File: src/rtl/pc_sequencer_pkg.sv
// Shared definitions for the fetch-stage next-PC controller: target-select
// encodings, FSM state encoding and default reset/exception addresses.
package pc_sequencer_pkg;

    typedef enum logic [1:0] {
        SEL_BR   = 2'b00,
        SEL_J    = 2'b01,
        SEL_JR   = 2'b10,
        SEL_RSVD = 2'b11
    } br_sel_e;

    typedef enum logic {
        RUN  = 1'b0,
        PEND = 1'b1
    } pc_state_e;

    localparam logic [31:0] RESET_PC_DEFAULT = 32'h0000_3000;
    localparam logic [31:0] EXC_VEC_DEFAULT  = 32'h0000_4180;
    localparam logic [31:0] PC_STEP          = 32'd4;

    function automatic logic [31:0] jump_target(input logic [31:0] base,
                                                input logic [25:0] index);
        return {base[31:28], index, 2'b00};
    endfunction

endpackage

File: src/rtl/pc_sequencer_npc_target_sel.sv
// Purely combinational redirect-target computation: branch adder, J-index
// concatenation and JR pass-through, selected by br_sel.
module npc_target_sel
    import pc_sequencer_pkg::*;
(
    input  logic [1:0]  br_sel,
    input  logic [31:0] br_base,
    input  logic [31:0] br_offset,
    input  logic [25:0] j_index,
    input  logic [31:0] jr_target,
    output logic [31:0] target
);

    logic [31:0] branch_target;
    logic [31:0] j_target;

    // Carry out of the adder is intentionally dropped (mod 2^32).
    assign branch_target = br_base + br_offset;
    assign j_target      = jump_target(br_base, j_index);

    always_comb begin
        target = branch_target;
        case (br_sel)
            SEL_J:   target = j_target;
            SEL_JR:  target = jr_target;
            default: target = branch_target;
        endcase
    end

endmodule

File: src/rtl/pc_sequencer.sv
// Fetch-stage PC register with a RUN/PEND FSM that holds a redirect taken
// during a stall. Optional exception entry is enabled by PC_SEQ_EXC_EN.
module pc_sequencer
    import pc_sequencer_pkg::*;
#(
    parameter logic [31:0] RESET_PC = RESET_PC_DEFAULT,
    parameter logic [31:0] EXC_VEC  = EXC_VEC_DEFAULT
) (
    input  logic        clk,
    input  logic        reset,
    input  logic        stall,
    input  logic        br_req,
    input  logic [1:0]  br_sel,
    input  logic [31:0] br_base,
    input  logic [31:0] br_offset,
    input  logic [25:0] j_index,
    input  logic [31:0] jr_target,
`ifdef PC_SEQ_EXC_EN
    input  logic        exc_req,
`endif
    output logic [31:0] pc,
    output logic [31:0] pc_plus4,
    output logic        redirect_pending,
    output logic        pc_misalign
);

    pc_state_e   state_q, state_d;
    logic [31:0] pc_q, pc_d;
    logic [31:0] pend_target_q, pend_target_d;
    logic [31:0] target;
    logic [31:0] pc_inc;

`ifndef PC_SEQ_EXC_EN
    logic [31:0] exc_vec_unused;
    assign exc_vec_unused = EXC_VEC;
`endif

    npc_target_sel u_target_sel (
        .br_sel    (br_sel),
        .br_base   (br_base),
        .br_offset (br_offset),
        .j_index   (j_index),
        .jr_target (jr_target),
        .target    (target)
    );

    assign pc_inc = pc_q + PC_STEP;

    always_ff @(posedge clk or posedge reset) begin
        if (reset) begin
            state_q       <= RUN;
            pc_q          <= RESET_PC;
            pend_target_q <= '0;
        end else begin
            state_q       <= state_d;
            pc_q          <= pc_d;
            pend_target_q <= pend_target_d;
        end
    end

    // Live br_req always beats the held target; stall/br_req only reach pc via pc_d.
    always_comb begin
        state_d       = state_q;
        pc_d          = pc_q;
        pend_target_d = pend_target_q;
        case (state_q)
            RUN: begin
                if (!stall) begin
                    pc_d = br_req ? target : pc_inc;
                end else if (br_req) begin
                    pend_target_d = target;
                    state_d       = PEND;
                end
            end
            PEND: begin
                if (stall) begin
                    if (br_req) begin
                        pend_target_d = target;
                    end
                end else begin
                    pc_d    = br_req ? target : pend_target_q;
                    state_d = RUN;
                end
            end
            default: state_d = RUN;
        endcase
`ifdef PC_SEQ_EXC_EN
        if (exc_req) begin
            pc_d          = EXC_VEC;
            state_d       = RUN;
            pend_target_d = '0;
        end
`endif
    end

    always_comb begin
        pc               = pc_q;
        pc_plus4         = pc_inc;
        redirect_pending = (state_q == PEND);
        pc_misalign      = |pc_q[1:0];
    end

endmodule
File: config.mk
export PLATFORM = sky130hd
export DESIGN_NAME = pc_sequencer
export DESIGN_NICKNAME = d
export VERILOG_FILES = /design/src/rtl/pc_sequencer_pkg.sv /design/src/rtl/pc_sequencer_npc_target_sel.sv /design/src/rtl/pc_sequencer.sv
export SDC_FILE = /design/constraint.sdc
export NUM_CORES = 1
export LEC_CHECK = 0
export BUFFER_PORTS_ARGS = -buffer_cell sky130_fd_sc_hd__buf_2
export CAP_MARGIN = 20
export CORE_ASPECT_RATIO = 0.8
export CORE_MARGIN = 2
export CORE_UTILIZATION = 31
export DETAILED_ROUTE_END_ITERATION = 8
export GPL_TIMING_DRIVEN = 0
export SETUP_SLACK_MARGIN = 0.3
export SLEW_MARGIN = 0
export SYNTH_ARGS = -nofsm -noshare
export SYNTH_HDL_FRONTEND = slang
export SYNTH_HIERARCHICAL = 1
export SYNTH_SLANG_ARGS = --single-unit
File: constraint.sdc
create_clock -name clk -period 2.9 [get_ports clk]
set_clock_uncertainty 0.2 [all_clocks]
set_input_delay 0.145 -clock clk [delete_from_list [all_inputs] [get_ports clk]]
set_output_delay 0.145 -clock clk [all_outputs]
set_load 0.05 [all_outputs]
# Yosys cells after proc, flatten, opt, wreduce, memory -nomap -nowiden
# Cells that the tools add are included.
[classes] n_eq_ne=4 bitwise_logic=1 n_reduce_logical=2 n_addsub=2 muxes=11
[op_table] operator="$mux 32" count=5
[op_table] operator="$pmux 32 s2" count=2
[op_table] operator="$add 32x3->32 const B" count=1
[op_table] operator="$add 32x32->32" count=1
[op_table] operator="$ne 2x2->1 const B" count=2
[op_table] operator="$mux 1" count=3
[op_table] operator="$eq 2x1->1 const B" count=1
[op_table] operator="$eq 2x2->1 const B" count=1
[op_table] operator="$pmux 1 s2" count=1
[op_table] operator="$reduce_and 2->1" count=1
[op_table] operator="$reduce_or 2->1" count=1
[op_table] operator="$not 1->1" count=1
[word_totals] word_cells=23 register_bits=65 out_inout_bits=66

# Longest topological paths before layout
[logic_depth] depth_word=5 mapped_depth=13 mapped_depth_nobuf=13

# By module
# The synthesis kept the hierarchy.
[by_module_without_submodules] module="pc_sequencer" cells_per_inst=451 seq_area_each_um2=1629.1 n_inst=1 area_per_inst_um2=4031.4
[by_module_without_submodules] module="npc_target_sel" cells_per_inst=333 seq_area_each_um2=0.0 n_inst=1 area_per_inst_um2=2309.7

# Worst setup path after synthesis
# OpenSTA, ideal clock, no wires.
[synth_path] path_kind="register to output" startpoint="register pc_q[2], in the netlist pc[2]" endpoint="output port pc_plus4[24]" arrival_ns=2.875 setup_slack_ns=-0.320 path_stages_with_launch=7 required_time_ns=2.555 path_cell_list="dfrtp_1 > ha_1 > nand4_2 > or4_4 > buf_2 > nor3_1 > xor2_1"
[synth_via] elab_chain_len=1
[synth_rtl] element="start: declaration" line_no="pc_sequencer.sv:28" source="logic [31:0] pc_q, pc_d;"
[synth_rtl] element="start signal: assignment" line_no="pc_sequencer.sv:56" source="pc_q <= pc_d;"
[synth_rtl] element="$add 32x3->32" line_no="pc_sequencer.sv:47" source="assign pc_inc = pc_q + PC_STEP;"
[synth_rtl] element="end: declaration" line_no="pc_sequencer.sv:22" source="output logic [31:0] pc_plus4,"
# No other way between the ends.

# Final worst setup path
[layout_path] startpoint="input port br_base[0]" endpoint="register pc_q[24], in the netlist pc[24]"
[layout_via] elab_chain_len=5 elab_cells_between_ends=7
[layout_rtl] element="start: declaration" line_no="pc_sequencer.sv:14" source="input logic [31:0] br_base,"
[layout_rtl] element="$add 32x32->32 (*)" line_no="pc_sequencer_npc_target_sel.sv:18" source="assign branch_target = br_base + br_offset;"
[layout_rtl] element="$pmux 32 s2 (*)" line_no="pc_sequencer_npc_target_sel.sv:23" source="case (br_sel)"
[layout_rtl] element="via target[24]" line_no="pc_sequencer.sv:30" source="logic [31:0] target;"
[layout_rtl] element="$mux 32, on equally long branches"
[layout_rtl] element="$mux 32, on equally long branches" line_no="pc_sequencer.sv:76, pc_sequencer.sv:68"
[layout_rtl] element="$pmux 32 s2 (*)" line_no="pc_sequencer.sv:66" source="case (state_q)"
# Mark *: on every way through the listed nets, which the timed path passes. The rest lies on a longest branch. The select of a mux whose other input is x is not followed.
# A chain may end at the register's enable or synchronous reset.

==> results_dict.tcl <==
set metrics [dict create \
    synth_top_area_cell "dfrtp_1" \
    dpl_cell_area_um2 8050 \
    post-route-min-period_ns 2.76 \
    fp-row-count 46 \
    path_class "primary input to flip-flop" \
    hold_viol 0 \
    grtUsageTotal_pct 22.4 \
    grt_pass1_vias 6882 \
    drt_iter0_drc 695 \
    fmax_ghz 0.362 \
    internal-power_mw 2.81 \
    finalNetCount 1199 \
    slew_viol_final 0 \
    grt_pass1_wl_um 37900 \
    synthTopCellsByCount "a21oi_1 (93), nand2_1 (79), dfrtp_1 (63)" \
    cts_root_buf "clkbuf_16" \
    timing.rr.start "redirect_pending$_DFF_PP0_" \
    insertedDiodeCount 0 \
    hp-class "primary input to flip-flop" \
    async_flop_share_pct 100 \
    cts-buffers-inserted 9 \
    synth_enable_flop_cells 0 \
    port-buffer-count 192 \
    netlist_top_cells_area "dfrtp_1 (25%), a21oi_1 (7.3%), ha_1 (6.7%)" \
    tritoncts "done" \
    overflow 0 \
    clkPwrFrac_pct 19.6 \
    period_share_pct 95.1 \
    place.gp.congestion 0.941 \
    rr_endpoint "pc[19]$_DFFE_PP0P_" \
    slew_headroom_pct 42.2 \
    wl_um 25100 \
    die_y_um 132 \
    synth_fp_nets 947 \
    r2r_slack_ns 0.32 \
    switching_share_pct 47.1 \
    num_io_pins 194 \
    min_path_cells 4 \
    p_total_mw 5.30 \
    ant_nets 0 \
    outcome "finished, final reports clean" \
    ys_seq_elements 65 \
    start_util_pct 31.8 \
    syn_area_um2 6340 \
    nFillCells 1942 \
    synth_top_area_share_pct 24.9 \
    dieWidth_um 164 \
    grt_max_degree 66 \
    seq_area_um2 1650 \
    core_um2 19900 \
    avgSynthCellArea_um2 8.09 \
    drtPass1Iterations 5 \
    p_leak_nw 4.09 \
    r2r_cells 6 \
    rsz0062_at_grt "yes" \
    wl_per_cell_um 19.2 \
    h-tree-depth 3 \
    setup_viol 0 \
    final_cell_area_um2 9450 \
    cp-start-kind "primary input" \
    synth-warning-count 6 \
    power.share.sequential_pct 25.6 \
    dieArea_um2 21600 \
    antenna_found_initial 0 \
    cts_sinks 65 \
    clk_latency_ns 0.34 \
    arrival_ns 2.78 \
    drc 0 \
    drive_above_1_share_pct 44.9 \
    viasPerCell 5.66 \
    p_sw_mw 2.50 \
    synthFlopType "dfrtp_1" \
    synth.most_common_cell "a21oi_1" \
    synth_cells 784 \
    synth_cell_types 70 \
    multi_input_area_um2 5230 \
    clkTransAtPathRegs_ns 0.06 \
    required_ns 2.92 \
    yosysSeqAreaShare_pct 25.7 \
    dp_hpwl_um 19100 \
    area_delta_synth_final_pct 49.0 \
    vdd_ir_drop_max_mv 0.448 \
    setup_tns_ns 0 \
    worstPathMaxFanout 4 \
    crit_path_end "pc[24]$_DFFE_PP0P_" \
    drv_cap 0 \
    cp-end-kind "flip-flop" \
    pwr_density_cell_nw_per_um2 562 \
    worst_pin_slew_ns 0.868 \
    vias 7390 \
    critPathLaunch "br_base[0]" \
    power_frac_comb_pct 54.8 \
    cts_buffer_depth 2 \
]
metrics by stage:
step           instances  worst slack, ns  hold slack, ns  util, %
2_1_floorplan        784            0.154           0.238        -
3_3_place_gp        1240           -0.358           0.280     40.4
3_5_place_dp        1240           -0.377           0.189     40.4
4_1_cts             1283            0.159           0.119     44.9
5_1_grt             1305           0.0132           0.125     47.4
6_report            1305            0.141           0.108     47.4
worst min-delay path by stage:
stage	from	endpoint	slack (ns)
final	j_index[20]	pend_target_q[22]$_DFFE_PP0P_	0.11
after detailed placement	reset	pc[1]$_DFFE_PP0P_	0.19
after global placement	pend_target_q[13]$_DFFE_PP0P_	pend_target_q[13]$_DFFE_PP0P_	0.28
after global routing	j_index[20]	pend_target_q[22]$_DFFE_PP0P_	0.13
after floorplan	br_req	pc[0]$_DFFE_PP0P_	0.24
after CTS	br_offset[0]	pend_target_q[0]$_DFFE_PP0P_	0.12
sequential cells by signal, indices dropped and copies added, names as in the netlist:
register	cells
pend_target_q	32
pc	32
redirect_pending	1
cells in the final DEF, fill, tap and decap left out, types with 6 or more instances in the layout:
cell and n:
buf_4 56, dfrtp_2 13, ha_1 18, xor2_1 12
dfrtp_1 50, or3_1 10, a21oi_2 31, clkbuf_1 38
xnor2_2 12, nand3_1 14, buf_6 29, a21o_1 21
and3_1 6, nand4_1 21, clkbuf_2 7, xnor2_1 23
buf_2 172, mux2_2 34, o22ai_1 6, o211ai_1 11
or4_1 7, a31oi_1 11, o21ai_0 25, a221oi_1 33
nor3_1 10, a21oi_1 61, nand3b_1 12, clkbuf_16 9
nand2_1 73, ha_4 16, inv_1 20, nor2_1 28
worst max-delay path, stage by stage:
cell and delay (ns):
buf_6 0.10, ha_4 0.16, fa_2 0.37, a21o_1 0.19
a311o_1 0.34, a21oi_2 0.20, o41a_1 0.28, o31ai_2 0.09
xnor2_1 0.22, a21oi_2 0.11, a21oi_2 0.18, o21ai_2 0.10
o41ai_2 0.22, a21oi_1 0.07
power groups by stage:
stage	sequential [mW]	combinational [mW]	clock [mW]
2_1_floorplan	1.67	1.57	0
5_1_grt	1.39	3.10	1.09
4_1_cts	1.35	2.78	1.05
6_report	1.36	2.91	1.04
3_5_place_dp	1.37	2.55	0
3_3_place_gp	1.36	2.54	0
routing by layer:
layer	track usage, %	part of all wire [%]	up-vias
met5	0	0	-
met4	5.02	1.6	0
met3	5.25	8.6	30
met2	33.9	43	342
met1	32.4	46	3532
li1	-	-	3486
cells by family (layout without fill, tap and decap cells):
group | count (synthesis) | count (layout) | share of synthesized area, %
AOI/OAI and AO/OA | 266 | 266 | 28.1
DFF | 65 | 65 | 25.7
buffers and inverters | 91 | 348 | 5.86
adders and majority gates | 35 | 35 | 7.02
muxes | 39 | 39 | 6.83
xor gates and xnor gates | 52 | 52 | 7.18
and+or+nand+nor | 236 | 236 | 19.4
cell type report:
| class | instances | area share (%) |
|---|---|---|
| plain buffers | 70 | 4.58 |
| clock buffers | 13 | 2.75 |
| well taps | 264 | 3.50 |
| flip-flops and latches | 65 | 17.4 |
| repair buffers | 241 | 15.4 |
| multi-input cells | 628 | 55.4 |
| clock inverters | 3 | 0.159 |
| inverters | 21 | 0.861 |
repair_timing:
item / CTS / global route
gates resized for setup: 96 / 84
setup endpoints to repair: 33 / 44
hold buffers: 1 / 0
hold endpoints to repair: 63 / 0
setup buffers: 26 / 22
pin swaps: 31 / 50
Power figures use the tool's default switching activity.
